File: src/rtl/monster_pkg.sv
// Shared definitions for the monster game: jump controller state encoding
// and default timing constants reused by the top level and the barrier generator.
package monster_pkg;

    typedef enum logic [2:0] {
        IDLE,
        AIR,
        LAND,
        DUCK,
        HALT
    } jump_state_t;

    localparam int DEB_CYCLES_D     = 4;
    localparam int AIR_TICKS_D      = 3;
    localparam int COOLDOWN_TICKS_D = 2;

    // The controller reports busy while a jump episode (air time or cooldown) is running.
    function automatic logic is_busy(input jump_state_t s);
        return (s == AIR) || (s == LAND);
    endfunction

endpackage

File: src/rtl/btn_debounce.sv
// Two-flop synchroniser followed by a counting debouncer for one raw push-button.
// level_o is the debounced level delayed by one clk so that it lines up with rise_o,
// the one-cycle pulse marking a debounced rising edge.
module btn_debounce #(
    parameter int DEB_CYCLES = 4
) (
    input  logic clk,
    input  logic rst,
    input  logic btn_i,
    output logic level_o,
    output logic rise_o
);

    localparam int CNT_W = (DEB_CYCLES > 1) ? $clog2(DEB_CYCLES) : 1;

    logic             sync1_q, sync2_q;
    logic             level_q, level_d;
    logic             level_dly_q;
    logic             rise_q;
    logic [CNT_W-1:0] cnt_q, cnt_d;

    // Bring the asynchronous button into the clk domain.
    always_ff @(posedge clk or negedge rst) begin
        if (!rst) begin
            sync1_q <= 1'b0;
            sync2_q <= 1'b0;
        end else begin
            sync1_q <= btn_i;
            sync2_q <= sync1_q;
        end
    end

    // Count consecutive disagreeing samples; any agreeing sample restarts the count.
    always_comb begin
        level_d = level_q;
        cnt_d   = '0;
        if (sync2_q != level_q) begin
            if (cnt_q == CNT_W'(DEB_CYCLES - 1)) begin
                level_d = sync2_q;
            end else begin
                cnt_d = cnt_q + CNT_W'(1);
            end
        end
    end

    // Debounced level, its delayed copy and the registered rising-edge pulse.
    always_ff @(posedge clk or negedge rst) begin
        if (!rst) begin
            level_q     <= 1'b0;
            level_dly_q <= 1'b0;
            rise_q      <= 1'b0;
            cnt_q       <= '0;
        end else begin
            level_q     <= level_d;
            level_dly_q <= level_q;
            rise_q      <= level_q & ~level_dly_q;
            cnt_q       <= cnt_d;
        end
    end

    assign level_o = level_dly_q;
    assign rise_o  = rise_q;

endmodule

File: src/rtl/jump_ctrl.sv
// Jump/duck pose controller: turns raw buttons into mutually exclusive up/down
// pose levels, enforces air time and landing cooldown in game ticks and freezes
// while the display reports a collision.
// Optional build macro DOUBLE_JUMP_EN: allows one mid-air jump reload per episode.
module jump_ctrl
    import monster_pkg::*;
#(
    parameter int DEB_CYCLES     = DEB_CYCLES_D,
    parameter int AIR_TICKS      = AIR_TICKS_D,
    parameter int COOLDOWN_TICKS = COOLDOWN_TICKS_D,
    parameter int TICK_W         = 4
) (
    input  logic clk,
    input  logic rst,
    input  logic btn_jump,
    input  logic btn_duck,
    input  logic tick,
    input  logic col,
    output logic up,
    output logic down,
    output logic busy
);

    localparam logic [TICK_W-1:0] AIR_LOAD = TICK_W'(AIR_TICKS);
    localparam logic [TICK_W-1:0] CD_LOAD  = TICK_W'(COOLDOWN_TICKS);
`ifdef DOUBLE_JUMP_EN
    localparam logic [TICK_W-1:0] DJ_WINDOW = TICK_W'(AIR_TICKS / 2);
`endif

    logic              jump_req;
    logic              duck_lvl;
    logic              jump_lvl_unused;
    logic              duck_rise_unused;

    jump_state_t       state_q, state_d;
    logic [TICK_W-1:0] air_cnt_q, air_cnt_d;
    logic [TICK_W-1:0] cd_cnt_q, cd_cnt_d;
    logic              up_q, down_q, busy_q;
`ifdef DOUBLE_JUMP_EN
    logic              dj_used_q, dj_used_d;
`endif

    btn_debounce #(.DEB_CYCLES(DEB_CYCLES)) u_deb_jump (
        .clk    (clk),
        .rst    (rst),
        .btn_i  (btn_jump),
        .level_o(jump_lvl_unused),
        .rise_o (jump_req)
    );

    btn_debounce #(.DEB_CYCLES(DEB_CYCLES)) u_deb_duck (
        .clk    (clk),
        .rst    (rst),
        .btn_i  (btn_duck),
        .level_o(duck_lvl),
        .rise_o (duck_rise_unused)
    );

    // Next-state and counter update; collision overrides everything else.
    always_comb begin
        state_d   = state_q;
        air_cnt_d = air_cnt_q;
        cd_cnt_d  = cd_cnt_q;
`ifdef DOUBLE_JUMP_EN
        dj_used_d = dj_used_q;
`endif
        if (col) begin
            state_d   = HALT;
            air_cnt_d = '0;
            cd_cnt_d  = '0;
        end else begin
            case (state_q)
                IDLE: begin
                    if (jump_req) begin
                        state_d   = AIR;
                        air_cnt_d = AIR_LOAD;
                    end else if (duck_lvl) begin
                        state_d = DUCK;
                    end
                end
                DUCK: begin
                    if (jump_req) begin
                        state_d   = AIR;
                        air_cnt_d = AIR_LOAD;
                    end else if (!duck_lvl) begin
                        state_d = IDLE;
                    end
                end
                AIR: begin
`ifdef DOUBLE_JUMP_EN
                    if (jump_req && !dj_used_q && (air_cnt_q <= DJ_WINDOW)) begin
                        air_cnt_d = AIR_LOAD;
                        dj_used_d = 1'b1;
                    end else
`endif
                    if (tick) begin
                        if (air_cnt_q == TICK_W'(1)) begin
                            air_cnt_d = '0;
                            if (COOLDOWN_TICKS == 0) begin
                                state_d = IDLE;
                            end else begin
                                state_d  = LAND;
                                cd_cnt_d = CD_LOAD;
                            end
                        end else begin
                            air_cnt_d = air_cnt_q - TICK_W'(1);
                        end
                    end
                end
                LAND: begin
                    // Jump requests here are simply not looked at, so they are dropped.
                    if (tick) begin
                        if (cd_cnt_q == TICK_W'(1)) begin
                            state_d  = IDLE;
                            cd_cnt_d = '0;
                        end else begin
                            cd_cnt_d = cd_cnt_q - TICK_W'(1);
                        end
                    end
                end
                HALT: begin
                    state_d   = IDLE;
                    air_cnt_d = '0;
                    cd_cnt_d  = '0;
                end
                default: begin
                    state_d   = IDLE;
                    air_cnt_d = '0;
                    cd_cnt_d  = '0;
                end
            endcase
        end
`ifdef DOUBLE_JUMP_EN
        if (state_d != AIR) begin
            dj_used_d = 1'b0;
        end
`endif
    end

    // State, counters and pose outputs registered from the next state.
    always_ff @(posedge clk or negedge rst) begin
        if (!rst) begin
            state_q   <= IDLE;
            air_cnt_q <= '0;
            cd_cnt_q  <= '0;
            up_q      <= 1'b0;
            down_q    <= 1'b0;
            busy_q    <= 1'b0;
`ifdef DOUBLE_JUMP_EN
            dj_used_q <= 1'b0;
`endif
        end else begin
            state_q   <= state_d;
            air_cnt_q <= air_cnt_d;
            cd_cnt_q  <= cd_cnt_d;
            up_q      <= (state_d == AIR);
            down_q    <= (state_d == DUCK);
            busy_q    <= is_busy(state_d);
`ifdef DOUBLE_JUMP_EN
            dj_used_q <= dj_used_d;
`endif
        end
    end

    assign up   = up_q;
    assign down = down_q;
    assign busy = busy_q;

endmodule

File: config.mk
export PLATFORM = sky130hd
export DESIGN_NAME = jump_ctrl
export DESIGN_NICKNAME = d
export VERILOG_FILES = /design/src/rtl/monster_pkg.sv /design/src/rtl/btn_debounce.sv /design/src/rtl/jump_ctrl.sv
export SDC_FILE = /design/constraint.sdc
export NUM_CORES = 1
export LEC_CHECK = 0
export ABC_AREA = 1
export CAP_MARGIN = 25
export CORE_MARGIN = 2
export CORE_UTILIZATION = 45
export DETAILED_ROUTE_END_ITERATION = 8
export GPL_TIMING_DRIVEN = 0
export PLACE_DENSITY_LB_ADDON = 0.3
export SLEW_MARGIN = 20
export SYNTH_ARGS = -nofsm -noshare
export SYNTH_HDL_FRONTEND = slang
export SYNTH_SLANG_ARGS = --single-unit
File: constraint.sdc
create_clock -name clk -period 1.55 [get_ports clk]
set_clock_uncertainty 0.15 [all_clocks]
set_input_delay 0.31 -clock clk [delete_from_list [all_inputs] [get_ports clk]]
set_output_delay 0.31 -clock clk [all_outputs]
set_load 0.1 [all_outputs]
Word-level counts from Yosys, hierarchy flattened
Index checks and enable logic that the tools add are counted.
W data, S select, Z words.

cells by class
  add/subtract/negate cells = 4
  equal/unequal tests = 18
  muxes and demuxes = 25
  bitwise logic cells = 2
  reductions and logical operators = 7

operators by type and width
  cell                   count
  $mux W4                9
  $mux W3                9
  $pmux W4 S3            2
  $eq A3 B2 Y1 const B   4
  $pmux W3 S4            1
  $ne A3 B3 Y1 const B   3
  $eq A4 B1 Y1 const B   2
  $mux W2                4
  $sub A4 B1 Y4 const B  2
  $eq A3 B1 Y1 const B   2
  $add A2 B1 Y2 const B  2
  $eq A2 B2 Y1 const B   2
  $reduce_and A2 Y1      2
  $reduce_and A4 Y1      1
  $logic_not A3 Y1       1
  $ne A3 B1 Y1 const B   1
  $reduce_and A3 Y1      1
  $ne A1 B1 Y1           2
  $ne A2 B1 Y1 const B   1
  $ne A2 B2 Y1 const B   1
  $reduce_or A2 Y1       1
  $and A1 B1 Y1          1
  $logic_or A1 B1 Y1     1
  $not A1 Y1             1

word-level totals
  register bits = 27
  input port bits = 6
  output and inout port bits = 3
  word-level logic and storage cells = 73

Depth between registers and ports, before layout
Gate-level depths: netlist (run 1).

  depth in word-level cells = 7
  depth in mapped cells = 9

Hierarchy
From an unflattened synthesis (run 1), not the netlist that was laid out.

second synthesis, totals
  cell total of the unflattened synthesis = 167
  area total of the unflattened synthesis = 1,351.3 µm²

by module, submodules not included
  module        times used  cells each  area each (µm²)  seq. area each (µm²)
  jump_ctrl     1           127         878.3            350.3
  btn_debounce  2           20          236.5            175.2

Least setup slack after synthesis (run 1)
No wires, ideal clock.

  path type = reg-to-output
  from = register busy_q, in the netlist busy
  to = output port busy
  arrival time = 0.883 ns
  data required time = 1.090 ns
  setup slack = 0.207 ns
  cell stages (with the launch flop) = 1
  path buffers = 0
  cell sequence = dfrtp_1

RTL lines
  element                 RTL line          source
  from (decl)             jump_ctrl.sv:38   logic up_q, down_q, busy_q;
  from (signal assigned)  jump_ctrl.sv:158  busy_q <= is_busy(state_d);
  to (decl)               jump_ctrl.sv:21   output logic busy

No word-level cell between the ends.

Worst setup path in the final report (run 1)
  from = register state_q[0]
  to = register air_cnt_q[0]

between the ends
  word-level cells in the longest chain between the ends = 4
  elaborated cells on any way between the ends = 11
  those cells by class = eq/ne: 6; mux: 2; reduce/logical: 3

RTL lines
  element                                                               RTL line          source
  from (decl)                                                           jump_ctrl.sv:35   jump_state_t state_q, state_d;
  from (signal assigned)                                                jump_ctrl.sv:153  state_q <= state_d;
  $eq A3 B2 Y1 / $logic_not A3 Y1 (equally long branches)               jump_ctrl.sv:72   case (state_q)
  $reduce_or A2 Y1 (no source line)                                     n/a
  $ne A3 B1 Y1 (no source line) / $pmux W4 S3 (equally long branches)   n/a
  $reduce_and A3 Y1 (no source line) / $mux W4 (equally long branches)  n/a
  to (signal assigned)                                                  jump_ctrl.sv:154  air_cnt_q <= air_cnt_d;
  to (decl)                                                             jump_ctrl.sv:36   logic [TICK_W-1:0] air_cnt_q, air_cnt_d;

Several ways; a longest one is shown, not always the timed one.
A chain may end at the register's enable or synchronous reset.

==> results.json, run 1 <==
{
  "status": "complete, no violations",
  "crit_path_start_kind": "flop",
  "cpLargestDelayFamily": "simple AND/OR/NAND/NOR gates",
  "required_ns": 1.64,
  "arrival_ns": 1.58,
  "drive_above_1_share": 0.213,
  "dieWidth_um": 58.6,
  "endpoint_kind": "flop",
  "ios": 9,
  "drtPass1Iterations": 4,
  "synth_top_area_share": 0.504,
  "grt_use_met2": 0.274,
  "rows": 19,
  "ys_ff_latch": 27,
  "grt_pass1_wl_um": 3990,
  "power.density_nw_per_um2": 1360,
  "slowest_stage": "dfrtp_2",
  "cp_max_fo": 7,
  "routedWlPerCell_um": 10.5,
  "fin_crit_ns": 1.48,
  "die_h_um": 58.6,
  "rr_worst_depth": 8,
  "finalSetupTns_ns": 0,
  "antenna_found_initial": 0,
  "die-area_sq_um": 3430,
  "clkTransAtPathRegs_ns": 0.15,
  "htreeDepth": 1,
  "r2r_start": "state_q[0]",
  "crit_start": "state_q[0]",
  "fin_nets": 187,
  "ant_nets": 0,
  "dpl.hpwl_um": 1590,
  "core_sq_um": 2810,
  "cap_violations": 0,
  "worst_pin_slew_ns": 0.581,
  "hold_class": "in2reg",
  "leakage_nw": 0.791,
  "place_area_sq_um": 1460,
  "drc": 0,
  "syn_area_sq_um": 1340,
  "gp_congestion": 0.825,
  "ys_seq_area_frac": 0.504,
  "cp.depth": 8,
  "grt-busiest-layer": "met2",
  "crit_path_frequent_cell": "nand2_1",
  "critPathKind": "reg2reg",
  "finalSetupViolCount": 0,
  "path_cells": "nor2_2 -> nand2_1 -> nand2_2 -> nand3_1 -> nand2_2 -> inv_2 -> nand2_1 -> nand2_1",
  "ir_worst_vdd_v": 0.000644,
  "start_util": 0.478,
  "grt_pass1_vias": 996,
  "final-hold-violation-count": 0,
  "cts_sinks": 27,
  "cts_made_buffers": 3,
  "grt_max_degree": 28,
  "max_freq_ghz": 0.674,
  "min_period_over_period": 0.957,
  "synth.largest_area_cell": "dfrtp_1",
  "clockRootBuffer": "clkbuf_4",
  "fin_area_sq_um": 1540,
  "use_met3": 0.0330,
  "clock_path_buffers": 2,
  "area_growth_pct": 14.6,
  "use_met1": 0.179,
  "slowest_delay_ns": 0.49,
  "cts_tree": "yes",
  "synth_cell_types": 22,
  "max_slew_margin": 0.612,
  "via_count": 968,
  "drt-initial-drc-count": 27,
  "hp-start": "col",
  "ys_top_cells_by_area": "dfrtp_1 (50%), nand2_1 (11%), ha_1 (5.6%)",
  "worst-path-buf-inv": 1,
  "final_max_slew_viol_count": 0,
  "yosysWarningCount": 0,
  "wl_um": 2150,
  "io_buffers": 8,
  "clk_latency_ns": 0.33,
  "grt_setup_unrepaired": "true",
  "avgSynthCellArea_sq_um": 8.54,
  "viasPerCell": 4.72,
  "diodes": 0,
  "worstHoldPathCells": 2,
  "synth_fp_nets": 169,
  "grt.overflow.total": 0,
  "track_usage": 0.150,
  "syn_inst": 157
}
## where the power goes
part           switching [mW]  total [mW]  internal, mW
combinational           0.513       0.783         0.269
sequential              0.114       0.988         0.874
clock                   0.212       0.317         0.105
## timing repair
item	4_1_cts	5_1_grt
endpoints found under the hold margin	27	0
buffers inserted	3	1
gates resized for setup	18	6
endpoints found under the setup margin	6	10
hold buffers	1	0
## flip-flops by register name (all words and copies together), names as in the netlist
name                flops
state_q                 3
busy                    1
u_deb_jump.level_q      1
u_deb_duck.level_q      1
u_deb_jump.level_o      1
u_deb_jump.sync1_q      1
u_deb_jump.sync2_q      1
u_deb_duck.sync1_q      1
u_deb_duck.level_o      1
air_cnt_q               4
up                      1
down                    1
cd_cnt_q                4
u_deb_jump.rise_o       1
u_deb_jump.cnt_q        2
u_deb_duck.cnt_q        2
u_deb_duck.sync2_q      1
## stage by stage
stage | setup WS (ns) | std cells | power (mW) | hold WS (ns) | utilization
final | 0.0674 | 205 | 2.09 | 0.199 | 0.548
after CTS | 0.0307 | 204 | 2.09 | 0.229 | 0.539
after floorplan | 0.207 | 157 | 1.59 | -0.136 | -
after global placement | -0.414 | 196 | 1.74 | 0.188 | 0.521
after detailed placement | -0.405 | 196 | 1.77 | 0.186 | 0.519
after global routing | -0.0246 | 205 | 2.27 | 0.195 | 0.548
## cell type report
cell class / instances / area, sq um
clock buffer: 3 / 22.5
sequential: 27 / 678
inverter: 24 / 90.1
buffer: 1 / 3.75
tap: 31 / 38.8
clock inverter: 1 / 8.76
fill: 261 / 1270
timing repair buffer: 13 / 110
multi-input combinational: 105 / 584
## cells by family after synthesis
family,after synthesis,synth area share
adder cells (fa/ha/maj),6,0.0560
XOR/XNOR,4,0.0261
multiplexers,1,0.00839
buffers and inverters,25,0.0700
AND/OR/NAND/NOR,88,0.313
AO/OA/AOI/OAI,6,0.0233
flip-flops,27,0.504
## final timing paths
path                                            to  slack [ns]
worst max-delay path                  air_cnt_q[0]        0.07
worst min-delay path                    state_q[2]        0.20
worst max register to register        air_cnt_q[0]        0.07
worst min register to register  u_deb_jump.sync2_q        0.22
max in group asynchronous               state_q[1]        0.48
min in group asynchronous             air_cnt_q[0]        0.35
## cells in the final DEF (no fill, tap or decap), types with 3 or more instances in the layout
cell | synthesis | final
clkbuf_4 | 0 | 3
nand3_1 | 10 | 8
inv_2 | 5 | 5
clkdlybuf4s50_1 | 0 | 3
nand4_1 | 3 | 3
buf_4 | 0 | 7
nand3_2 | 2 | 4
nand2_1 | 41 | 41
o21ai_0 | 3 | 3
dfrtp_1 | 27 | 25
nand2_2 | 7 | 7
nor2_1 | 17 | 16
ha_1 | 6 | 6
inv_1 | 19 | 19
## layer usage
layer / vias up / share of wire
met1: 439 / 0.46
met5: - / 0
met3: 2 / 0.022
met4: 0 / 0.0084
li1: 520 / -
met2: 7 / 0.51
## cells in the mapped netlist
master    count
nand2_1      41
dfrtp_1      27
inv_1        19
nor2_1       17
nand3_1      10
nand2_2       7
ha_1          6
inv_2         5
nand4_1       3
o21ai_0       3
nand2_4       2
nand3_2       2
nor2_4        2
nor3_1        2
o21ai_1       2
xnor2_1       2
xor2_1        2
clkbuf_1      1
mux2_2        1
nor2_2        1
nor3b_1       1
o22ai_1       1
(Power assumes the default switching activity.)
==> inputs of run 2 (changes only) <==
- CELL_PAD_IN_SITES_DETAIL_PLACEMENT: not set -> 0
- CELL_PAD_IN_SITES_GLOBAL_PLACEMENT: not set -> 1
- CORE_UTILIZATION: 45 -> 32
- clock period: 1.55 -> 1.3 ns (I/O delays scaled with it)
==> run 2 against run 1 <==
- the run now ends with setup timing left
- wire length up 16%
- register-to-register slack got worse by 0.15 ns
- clock-buffer cell count unchanged
- non-clock buffer count is 6 higher
- total power grew 34%
- global-route usage decreased by 2.5 points
- sequential share of layout area down 4.2 points
- critical path depth decreased by 1
- clock power is 50% higher
- largest cell class unchanged
- highest routed layer unchanged
==> results.json, run 2 (synthesis results as in run 1) <==
{
  "cts_made_buffers": 3,
  "drive_above_1_share": 0.333,
  "min_period_over_period": 1.07,
  "arrival_ns": 1.45,
  "numPlacedInstances": 215,
  "clkTransAtPathRegs_ns": 0.09,
  "via_count": 1024,
  "die-area_sq_um": 4730,
  "gp_congestion": 0.722,
  "clockRootBuffer": "clkbuf_8",
  "max_slew_margin": 0.610,
  "r2r_start": "cd_cnt_q[0]",
  "rr_worst_depth": 7,
  "status": "finished with violations",
  "viasPerCell": 4.45,
  "dieWidth_um": 68.7,
  "hold_class": "reg2reg",
  "grt_max_degree": 28,
  "core_sq_um": 4030,
  "final_cell_mix": "nand2_1 (37), dfrtp_1 (23), inv_1 (13), nor2_1 (13)",
  "cts_tree": "yes",
  "internal-power_mw": 1.70,
  "power.density_nw_per_um2": 1640,
  "wl_um": 2490,
  "violations": "setup timing",
  "cts_sinks": 27,
  "final_max_slew_viol_count": 0,
  "grt.overflow.total": 0,
  "fin_ws_ns": -0.0869,
  "power.share.clock": 0.170,
  "ios": 9,
  "fin_crit_ns": 1.39,
  "rows": 23,
  "finalSetupTns_ns": -0.602,
  "final-hold-violation-count": 0,
  "dpl_worst_slack_ns": -0.626,
  "start_util": 0.333,
  "switching_share": 0.390,
  "cp_max_fo": 4,
  "hp-start": "u_deb_duck.sync1_q",
  "dpl.hpwl_um": 1830,
  "clk_latency_ns": 0.27,
  "worstHoldPathCells": 0,
  "routedWlPerCell_um": 10.8,
  "required_ns": 1.36,
  "worst_pin_slew_ns": 0.585,
  "antenna_found_initial": 0,
  "instances_no_fill": 230,
  "combPwrFrac": 0.401,
  "final_common_cell": "nand2_1",
  "track_usage": 0.125,
  "hold_ws_ns": 0.208,
  "reg_top3": "air_cnt_q x4, cd_cnt_q x4, state_q x3",
  "p_seq_frac": 0.429,
  "die_h_um": 68.7,
  "drtPass1Iterations": 4,
  "max_freq_ghz": 0.721,
  "endpoint_kind": "flop",
  "finalSetupViolCount": 11,
  "critPathKind": "reg2reg",
  "diodes": 0,
  "leakage_nw": 0.821,
  "htreeDepth": 1,
  "drc": 0,
  "ir_worst_vdd_v": 0.00140,
  "io_buffers": 8,
  "fin_nets": 193,
  "ant_nets": 0,
  "cap_violations": 0,
  "area_growth_pct": 27.1,
  "crit_path_start_kind": "flop",
  "crit_start": "cd_cnt_q[0]",
  "grt_pass1_wl_um": 4420,
  "grt_pass1_vias": 1048,
  "clock_path_buffers": 2,
  "switchingPower_mw": 1.09,
  "drt-initial-drc-count": 33,
  "power_mw": 2.79,
  "grt_setup_unrepaired": "true"
}
-- run 2: changes by cell type in the layout (fill, tap and decap cells not counted), moves of 3 or more --
cell	delta
buf_4	+3
clkbuf_4	-3
clkbuf_8	+3
inv_1	-6
inv_2	+5
nand2_1	-4
nor2_1	-3
-- run 2: final cells by class --
type,count,area (sq um)
multi-input cells,105,649
plain buffers,1,3.75
clock buffers,3,41.3
fillers,402,2320
inverters,24,92.6
repair buffers,19,166
well taps,50,62.6
flip-flops and latches,27,681
clock inverters,1,7.51
-- run 2: metrics by stage --
stage | utilization | cell area, sq um
floorplan | - | 1360
global placement | 0.374 | 1510
detailed placement | 0.373 | 1500
CTS | 0.415 | 1670
global route | 0.423 | 1700
finish | 0.423 | 1700
-- run 2: path summary, 6_finish.rpt --
kind	end	slack, ns
max in group asynchronous	cd_cnt_q[0]	0.21
setup / recovery	cd_cnt_q[2]	-0.09
hold reg to reg	u_deb_duck.sync2_q	0.21
hold / removal	u_deb_duck.sync2_q	0.21
min in group asynchronous	cd_cnt_q[3]	0.37
setup reg to reg	cd_cnt_q[2]	-0.09
-- run 2: power by group through the flow --
stage | combinational, mW | sequential [mW] | clock (mW)
5_1_grt | 1.25 | 1.23 | 0.547
4_1_cts | 1.10 | 1.19 | 0.504
6_report | 1.12 | 1.20 | 0.475
2_1_floorplan | 0.580 | 1.34 | 0
3_5_place_dp | 0.959 | 1.20 | 0
3_3_place_gp | 0.933 | 1.19 | 0
-- run 2: layer usage --
layer,up-vias,global-route usage,share of wire
met5,-,0,0
met4,0,0.0417,0.0076
met3,2,0.0276,0.032
met2,15,0.221,0.50
met1,476,0.150,0.46
li1,531,-,-
-- run 2: critical path, cell delays in order, from the launching register on --
cell     delay [ns]
dfrtp_2        0.45
inv_1          0.10
ha_1           0.18
xor2_1         0.15
nand3_1        0.08
nor2_1         0.09
nand2_1        0.06
nand2_1        0.06
-- run 2: repair_timing --
action                                 in CTS  in global routing
buffers inserted                           10                  0
endpoints found under the hold margin      27                  0
setup endpoints to repair                  16                 14
hold buffers                                1                  0
pin swaps                                   8                  3
gates resized for setup                    38                 11
